<file path="src/rtl/nibble_serial_sub.sv">
// Nibble-serial subtractor: DIFF = A - B - BIN computed 4 bits per clock
// through a single ripple slice, with valid/ready handshakes on both sides.

module nibble_sub_slice (
  input  logic [3:0] a,
  input  logic [3:0] b,
  input  logic       bin,
  output logic [3:0] diff,
  output logic       bout
);

  logic [4:0] brw;

  always_comb begin
    brw    = '0;
    diff   = '0;
    brw[0] = bin;
    for (int i = 0; i < 4; i++) begin
      diff[i]  = a[i] ^ b[i] ^ brw[i];
      brw[i+1] = (~a[i] & b[i]) | (~(a[i] ^ b[i]) & brw[i]);
    end
  end

  assign bout = brw[4];

endmodule

module nibble_serial_sub #(
  parameter int WIDTH = 16
) (
  input  logic             clk,
  input  logic             rst_n,
  input  logic             in_valid,
  output logic             in_ready,
  input  logic [WIDTH-1:0] a,
  input  logic [WIDTH-1:0] b,
  input  logic             bin,
  output logic             out_valid,
  input  logic             out_ready,
  output logic [WIDTH-1:0] diff,
  output logic             bout,
  output logic             ovf,
  output logic             zero
);

  localparam int NIB = WIDTH / 4;
  localparam int CW  = (NIB > 1) ? $clog2(NIB) : 1;
  localparam logic [CW-1:0] LAST = CW'(NIB - 1);

  typedef enum logic [1:0] {IDLE, RUN, DONE} state_t;

  state_t           state;
  logic [CW-1:0]    cnt;
  logic [WIDTH-1:0] a_reg;
  logic [WIDTH-1:0] b_reg;
  logic             brw;
  logic [CW+1:0]    base;
  logic [3:0]       s_diff;
  logic             s_bout;
  logic [WIDTH-1:0] diff_next;
  logic             ovf_next;

  assign base = {cnt, 2'b00};

  nibble_sub_slice u_slice (
    .a    (a_reg[base +: 4]),
    .b    (b_reg[base +: 4]),
    .bin  (brw),
    .diff (s_diff),
    .bout (s_bout)
  );

  // Full-width view of the result including the nibble being produced now,
  // so the flags can be registered on the final RUN cycle.
  always_comb begin
    diff_next             = diff;
    diff_next[base +: 4]  = s_diff;
    ovf_next = (a_reg[WIDTH-1] != b_reg[WIDTH-1]) &&
               (diff_next[WIDTH-1] != a_reg[WIDTH-1]);
  end

  always_ff @(posedge clk or negedge rst_n) begin
    if (!rst_n) begin
      state     <= IDLE;
      in_ready  <= 1'b1;
      out_valid <= 1'b0;
      diff      <= '0;
      bout      <= 1'b0;
      ovf       <= 1'b0;
      zero      <= 1'b0;
      cnt       <= '0;
      brw       <= 1'b0;
      a_reg     <= '0;
      b_reg     <= '0;
    end else begin
      case (state)
        IDLE: begin
          in_ready <= 1'b1;
          if (in_valid) begin
            a_reg    <= a;
            b_reg    <= b;
            brw      <= bin;
            cnt      <= '0;
            in_ready <= 1'b0;
            state    <= RUN;
          end
        end
        RUN: begin
          diff <= diff_next;
          brw  <= s_bout;
          if (cnt == LAST) begin
            bout      <= s_bout;
            ovf       <= ovf_next;
            zero      <= (diff_next == '0);
            out_valid <= 1'b1;
            state     <= DONE;
          end else begin
            cnt <= cnt + 1'b1;
          end
        end
        DONE: begin
          if (out_ready) begin
            out_valid <= 1'b0;
            in_ready  <= 1'b1;
            state     <= IDLE;
          end
        end
        default: begin
          state     <= IDLE;
          in_ready  <= 1'b1;
          out_valid <= 1'b0;
        end
      endcase
    end
  end

endmodule

</file>
<file path="config.mk">
export PLATFORM = sky130hd
export DESIGN_NAME = nibble_serial_sub
export DESIGN_NICKNAME = d
export VERILOG_FILES = /design/src/rtl/nibble_serial_sub.sv
export SDC_FILE = /design/constraint.sdc
export NUM_CORES = 1
export LEC_CHECK = 0
export ABC_CLOCK_PERIOD_IN_PS = 5100
export CAP_MARGIN = 40
export CORE_MARGIN = 3
export CORE_UTILIZATION = 51
export DETAILED_ROUTE_END_ITERATION = 10
export PLACE_DENSITY = 0.79
export SLEW_MARGIN = 10
export SYNTH_ARGS = -nofsm -noshare
export SYNTH_HDL_FRONTEND = slang
export SYNTH_SLANG_ARGS = --single-unit
</file>
<file path="constraint.sdc">
create_clock -name clk -period 5.1 [get_ports clk]
set_clock_uncertainty 0.15 [all_clocks]
set_input_delay 1.53 -clock clk [delete_from_list [all_inputs] [get_ports clk]]
set_output_delay 1.53 -clock clk [all_outputs]
set_load 0.03 [all_outputs]
</file>
Yosys cells after proc, flatten, opt, wreduce, memory -nomap -nowiden
Index checks and enable logic that the tools add are counted.
W data, S select, Z words.
{"block": "op_classes", "n_eq_ne": 9, "n_reduce_logical": 11, "n_bitwise": 30, "add_sub_neg": 2, "n_shift": 4, "n_mux": 16}
{"op": "$shiftx A16 B5 Y4", "count": 2}
{"op": "$bwmux W16", "count": 1}
{"op": "$logic_not A16 Y1", "count": 1}
{"op": "$shift A4 B6 Y16 const A", "count": 1}
{"op": "$shiftx A4 B6 Y16", "count": 1}
{"op": "$mux W2", "count": 5}
{"op": "$not A1 Y1", "count": 10}
{"op": "$reduce_and A3 Y1", "count": 3}
{"op": "$and A1 B1 Y1", "count": 8}
{"op": "$ne A2 B2 Y1 const B", "count": 4}
{"op": "$reduce_and A2 Y1", "count": 4}
{"op": "$xor A1 B1 Y1", "count": 8}
{"op": "$neg A4 Y6", "count": 1}
{"op": "$pmux W1 S3", "count": 2}
{"op": "$pmux W2 S3", "count": 1}
{"op": "$mux W1", "count": 5}
{"op": "$eq A2 B2 Y1 const B", "count": 2}
{"op": "$or A1 B1 Y1", "count": 4}
{"op": "$pmux W2 S2", "count": 1}
{"op": "$add A2 B1 Y2 const B", "count": 1}
{"op": "$eq A2 B1 Y1 const B", "count": 1}
{"op": "$logic_not A2 Y1", "count": 1}
{"op": "$ne A1 B1 Y1", "count": 2}
{"op": "$pmux W1 S2", "count": 1}
{"op": "other kinds (2)", "count": 2}
{"block": "word_totals", "elab_cells": 83, "in_bits": 37, "output_inout_bits": 21, "regBits": 58}

Longest topological paths before layout
{"block": "logic_depth", "ltp_word": 14, "mapped_depth": 14, "depth_no_buf": 13}

By module
A second synthesis with hierarchy kept.
{"block": "hier_totals", "hier_cells": 223, "area_unflattened_um2": 2907.8}
{"module": "nibble_serial_sub", "area_each_um2": 2790.2, "n_inst": 1, "cells_per_inst": 209}
{"module": "nibble_sub_slice", "area_each_um2": 117.6, "n_inst": 1, "cells_per_inst": 14}

Worst setup path before layout
No wires, ideal clock.
{"block": "synth_path", "kind": "reg-to-reg", "startpoint": "register cnt[0]", "endpoint": "register zero", "stages_incl_launch_ff": 15, "t_arrival_ns": 3.369, "slack_ns": 1.460, "period_less_slack_ns": 3.640, "required_ns": 4.829, "path_cell_list": "dfrtp_1 -> buf_2 -> mux4_2 -> inv_1 -> fa_1 -> inv_1 -> fa_1 -> fa_1 -> inv_1 -> fa_1 -> nor2_1 -> a31oi_2 -> nand4_1 -> nor3_1 -> a22o_1"}
{"block": "synth_between", "elab_chain_len": 13, "elab_cells_between_ends": 32}
{"element": "from (decl)", "line": "53", "text": "logic [CW-1:0] cnt;"}
{"element": "from (signal assigned)", "line": "118", "text": "cnt <= cnt + 1'b1;"}
{"element": "$shiftx A16 B5 Y4, on equally long branches", "line": "66, 67"}
{"element": "$xor A1 B1 Y1", "line": "19, 20"}
{"element": "$not A1 Y1", "line": "20", "text": "brw[i+1] = (~a[i] & b[i]) | (~(a[i] ^ b[i]) & brw[i]);"}
{"element": "$and A1 B1 Y1", "line": "20"}
{"element": "$or A1 B1 Y1", "line": "20"}
{"element": "$and A1 B1 Y1", "line": "20"}
{"element": "$or A1 B1 Y1", "line": "20"}
{"element": "$and A1 B1 Y1", "line": "20"}
{"element": "$or A1 B1 Y1", "line": "20"}
{"element": "$xor A1 B1 Y1", "line": "19", "text": "diff[i] = a[i] ^ b[i] ^ brw[i];"}
{"element": "$shiftx A4 B6 Y16", "line": "77", "text": "diff_next[base +: 4] = s_diff;"}
{"element": "$bwmux W16", "line": "77"}
{"element": "$logic_not A16 Y1", "line": "114", "text": "zero <= (diff_next == '0);"}
{"element": "to (signal assigned)", "line": "114"}
{"element": "to (decl)", "line": "43", "text": "output logic zero"}
Parallel ways exist; a longest one is shown, timed or not.
A chain may end at the register's enable or synchronous reset.

Worst setup path after layout
{"block": "layout_path", "startpoint": "register cnt[0]", "endpoint": "register ovf"}
{"block": "layout_between", "elab_chain_len": 14, "elab_cells_between_ends": 33}
{"element": "$shiftx A16 B5 Y4, on equally long branches", "line": "66, 67"}
{"element": "$xor A1 B1 Y1", "line": "19, 20"}
{"element": "$not A1 Y1", "line": "20"}
{"element": "$and A1 B1 Y1", "line": "20"}
{"element": "$or A1 B1 Y1", "line": "20"}
{"element": "$and A1 B1 Y1", "line": "20"}
{"element": "$or A1 B1 Y1", "line": "20"}
{"element": "$and A1 B1 Y1", "line": "20"}
{"element": "$or A1 B1 Y1", "line": "20"}
{"element": "$xor A1 B1 Y1", "line": "19"}
{"element": "$shiftx A4 B6 Y16", "line": "77"}
{"element": "$bwmux W16", "line": "77"}
{"element": "$ne A1 B1 Y1", "line": "79", "text": "(diff_next[WIDTH-1] != a_reg[WIDTH-1]);"}
{"element": "$logic_and A1 B1 Y1", "line": "78", "text": "ovf_next = (a_reg[WIDTH-1] != b_reg[WIDTH-1]) &&"}
{"element": "to (signal assigned)", "line": "113", "text": "ovf <= ovf_next;"}
{"element": "to (decl)", "line": "42", "text": "output logic ovf,"}
Parallel ways exist; a longest one is shown, timed or not.

==> out/qor.log <==
[outcome] status complete, no violations
[sta] maximum operating frequency 0.274 GHz
[power_and_ir_drop] internal power consumption 1.51 mW
[logic_synthesis] cell count after synthesis 240
[sta] setup repair after global routing missed its margin false
[sta] sum of negative setup slack 0 ns
[sta] worst-case setup margin in the final layout 1.45 ns
[finish] final standard cell count with taps included and fillers excluded 378
[logic_synthesis] Yosys top cell by area dfrtp_1
[cts] clock insertion delay at the later pin of the skew report 0.33 ns
[cts] postcts setup bufs 0
[cts] number of clock sinks 58
[global_routing] met1 global-route usage 0.259
[drt] iteration-0 DRC count of the detailed router 121
[finish] number of nets in the layout 350
[sta] crit path time final 3.65 ns
[cts] level count of the clock H-tree 3
[power_and_ir_drop] power dissipated by switching net loads 1.04 mW
[power_and_ir_drop] net switching share of the total power 0.407
[cts] root buffer cell clkbuf_8
[worst_setup_path] Setup crit start kind flip-flop
[placed_design] hpwl dp 4.47 mm
[drt] average detailed-routed wire length per instance 15.7 um
[cts] post-CTS resize count 0
[global_routing] most utilized layer in the global route result met2
[logic_synthesis] primary flip-flop cell chosen by synthesis mapping dfrtp_1
[global_routing] antenna violations before repair 0
[drt] Total Wirelength 5.93 mm
[cts] Max Root-Sink Buffers 2
[worst_setup_path] type of the worst setup path flip-flop to flip-flop
[drt] via count normalized by instance count 5.46
[logic_synthesis] count of synthesis-stage warnings from yosys 0
[placed_design] instance count after placement with tap cells included 361
[placed_design] worst setup timing slack at the placement stage 1.37 ns
[logic_synthesis] area share of the largest cell type after synthesis 0.491
[power_and_ir_drop] worst vdd rail ir drop 0.000331 V
[sta] total setup violations reported at the end of the flow 0
[floorplan] die outline width 81.5 um
[floorplan] Ports 58
[floorplan] std cell rows 26
[placed_design] buffers added on ports 57
[logic_synthesis] Cell Area, Synth 2910 sq um
[power_and_ir_drop] Pwr per Cell Area 686 nW/um^2
[sta] hold violation total from the final report 0
[global_routing] met2 track demand over resource in global routing 0.326
[floorplan] height of the chip 81.5 um
[cts] number of hold buffers added after CTS 0
[global_routing] pin count of the biggest net entering global routing 40
[sta] fraction of the cycle the final worst path needs 0.715
[floorplan] CORE AREA 5300 sq um
[finish] fraction of layout cells with a size suffix above 1 0.211
[logic_synthesis] top cell types by occurrence after synthesis dfrtp_1, mux2_2, nand2_1, o21ai_0, nor2b_1
[worst_setup_path] Critical Path End Type flip-flop
[drt] routed via count 2065
[cts] CTS tree yes
[logic_synthesis] Avg Synthesized Cell Area 12.1 sq um
[global_routing] all-layer global routing usage 0.204
[global_routing] vias in the first global route 2139
[global_routing] GR Layer Usage met3 0.0428
[hold_path] path type of the worst min-delay path flip-flop to flip-flop
[worst_setup_path] Worst EP arrival 3.71 ns
[cts] clock transition at the registers of the reported paths 0.06 ns
[floorplan] initial standard-cell utilization of the core 0.548
[worst_setup_path] largest driver fanout on the critical path 6
[placed_design] final weighted congestion in routability-driven placement 0.879
[logic_synthesis] flip-flop and latch count after synthesis 58
[logic_synthesis] share of synthesized registers carrying an async set or reset 1.00
[global_routing] sum of overflow across all layers after global routing 0
[drt] router iterations before antenna repair 4
[finish] number of diodes 0
[logic_synthesis] number of flops mapped to enable cells by yosys 0
[worst_setup_path] CP required 5.17 ns
[floorplan] area enclosed by the die boundary 6640 sq um
[logic_synthesis] cell with the most instances after synthesis dfrtp_1
[logic_synthesis] Distinct cells, synth 39
[cts] number of buffers created by CTS 9
[logic_synthesis] net count after synthesis 287
[run] max_cap viols 0
[sta] fin. max-slew vios 0
[power_and_ir_drop] Static Leakage 1.58 nW
[sta] headroom to the max-slew limit 0.487
[sta] Worst-Margin Slew 0.768 ns
[logic_synthesis] sequential share of the synthesized area 0.500
[finish] area delta synth->final 28.0%
[power_and_ir_drop] Flop pwr share 0.325
[global_routing] first-pass GRT wire length 9.96 mm
[power_and_ir_drop] part of the total power dissipated in combinational logic 0.531
[logic_synthesis] leading post-synthesis cells by cell area dfrtp_1, mux2_2, mux4_2, o21ai_0, nand2_1
[drt] number of design rule violations left after detail routing 0
[drt] Post-DRT Antenna Nets 0
[power_and_ir_drop] clock group share of total power 0.144
worst paths after layout:
check                                    start  cells after the start                    to  slack, ns
setup / recovery            cnt[0]$_DFFE_PN0P_                     13       ovf$_DFFE_PN0P_       1.45
hold / removal             diff[4]$_DFFE_PN0P_                      2   diff[4]$_DFFE_PN0P_       0.35
setup reg to reg            cnt[0]$_DFFE_PN0P_                     13       ovf$_DFFE_PN0P_       1.45
hold reg to reg            diff[4]$_DFFE_PN0P_                      2   diff[4]$_DFFE_PN0P_       0.35
max in group asynchronous                rst_n                      3  in_ready$_DFFE_PN1P_       2.97
min in group asynchronous                rst_n                      1  b_reg[4]$_DFFE_PN0P_       0.99
worst max-delay path, stage by stage (launching register included):
cell and delay (ns):
dfrtp_1 0.53, mux4_2 0.54, inv_1 0.09, fa_1 0.16, inv_1 0.05, fa_1 0.37
fa_1 0.37, inv_1 0.08, fa_1 0.43, nor2_1 0.22, a31oi_2 0.17, nor2b_1 0.16
a21oi_1 0.13, o21ai_0 0.08
routing by layer:
layer	vias to the layer above	wire, um
met3	11	324
li1	978	-
met1	1007	2570
met2	69	2910
met5	-	0
met4	0	128
power by group through the flow:
stage          clock network (mW)  logic, mW  registers [mW]
2_1_floorplan                   0      0.934           0.881
3_3_place_gp                    0       1.31           0.825
3_5_place_dp                    0       1.34           0.837
4_1_cts                     0.380       1.36           0.830
5_1_grt                     0.394       1.48           0.859
6_report                    0.367       1.36           0.828
per-stage QoR:
step | instance area, sq um | power [mW] | utilization | hold WS (ns)
after floorplan | 2910 | 1.81 | - | 0.303
after global routing | 3720 | 2.74 | 0.701 | 0.381
after detailed placement | 3520 | 2.18 | 0.664 | 0.335
after global placement | 3520 | 2.14 | 0.664 | 0.337
after CTS | 3690 | 2.57 | 0.696 | 0.355
final | 3720 | 2.55 | 0.701 | 0.350
final cells by class:
cell class	instances	area, sq um
inverters	13	48.8
multi-input cells	159	1340
clock buffers	16	170
repair buffers	62	623
well taps	70	87.6
fillers	396	1590
flip-flops and latches	58	1450
cells by family (layout without fill, tap and decap cells):
logic type / after synthesis / after routing / share of synthesized area
compound gates: 40 / 40 / 0.0831
fa+ha+maj: 10 / 10 / 0.0534
buf+inv: 23 / 91 / 0.0405
flops: 58 / 58 / 0.500
mux: 43 / 43 / 0.197
simple gates: 66 / 66 / 0.126
layout by cell type, fill, tap and decap left out, types with 2 or more instances in the layout:
| cell type | count |
|---|---|
| a21oi_1 | 3 |
| a22o_1 | 3 |
| a31oi_1 | 9 |
| buf_4 | 4 |
| clkbuf_1 | 5 |
| clkbuf_8 | 11 |
| clkdlybuf4s50_1 | 56 |
| dfrtp_1 | 57 |
| fa_1 | 4 |
| ha_1 | 6 |
| inv_1 | 13 |
| mux2_1 | 2 |
| mux2_2 | 32 |
| mux4_2 | 8 |
| nand2_1 | 24 |
| nand3_1 | 5 |
| nand4_1 | 2 |
| nor2_1 | 8 |
| nor2b_1 | 14 |
| nor3_1 | 2 |
| o21ai_0 | 20 |
Note: power is estimated with default switching activity, not from simulation.
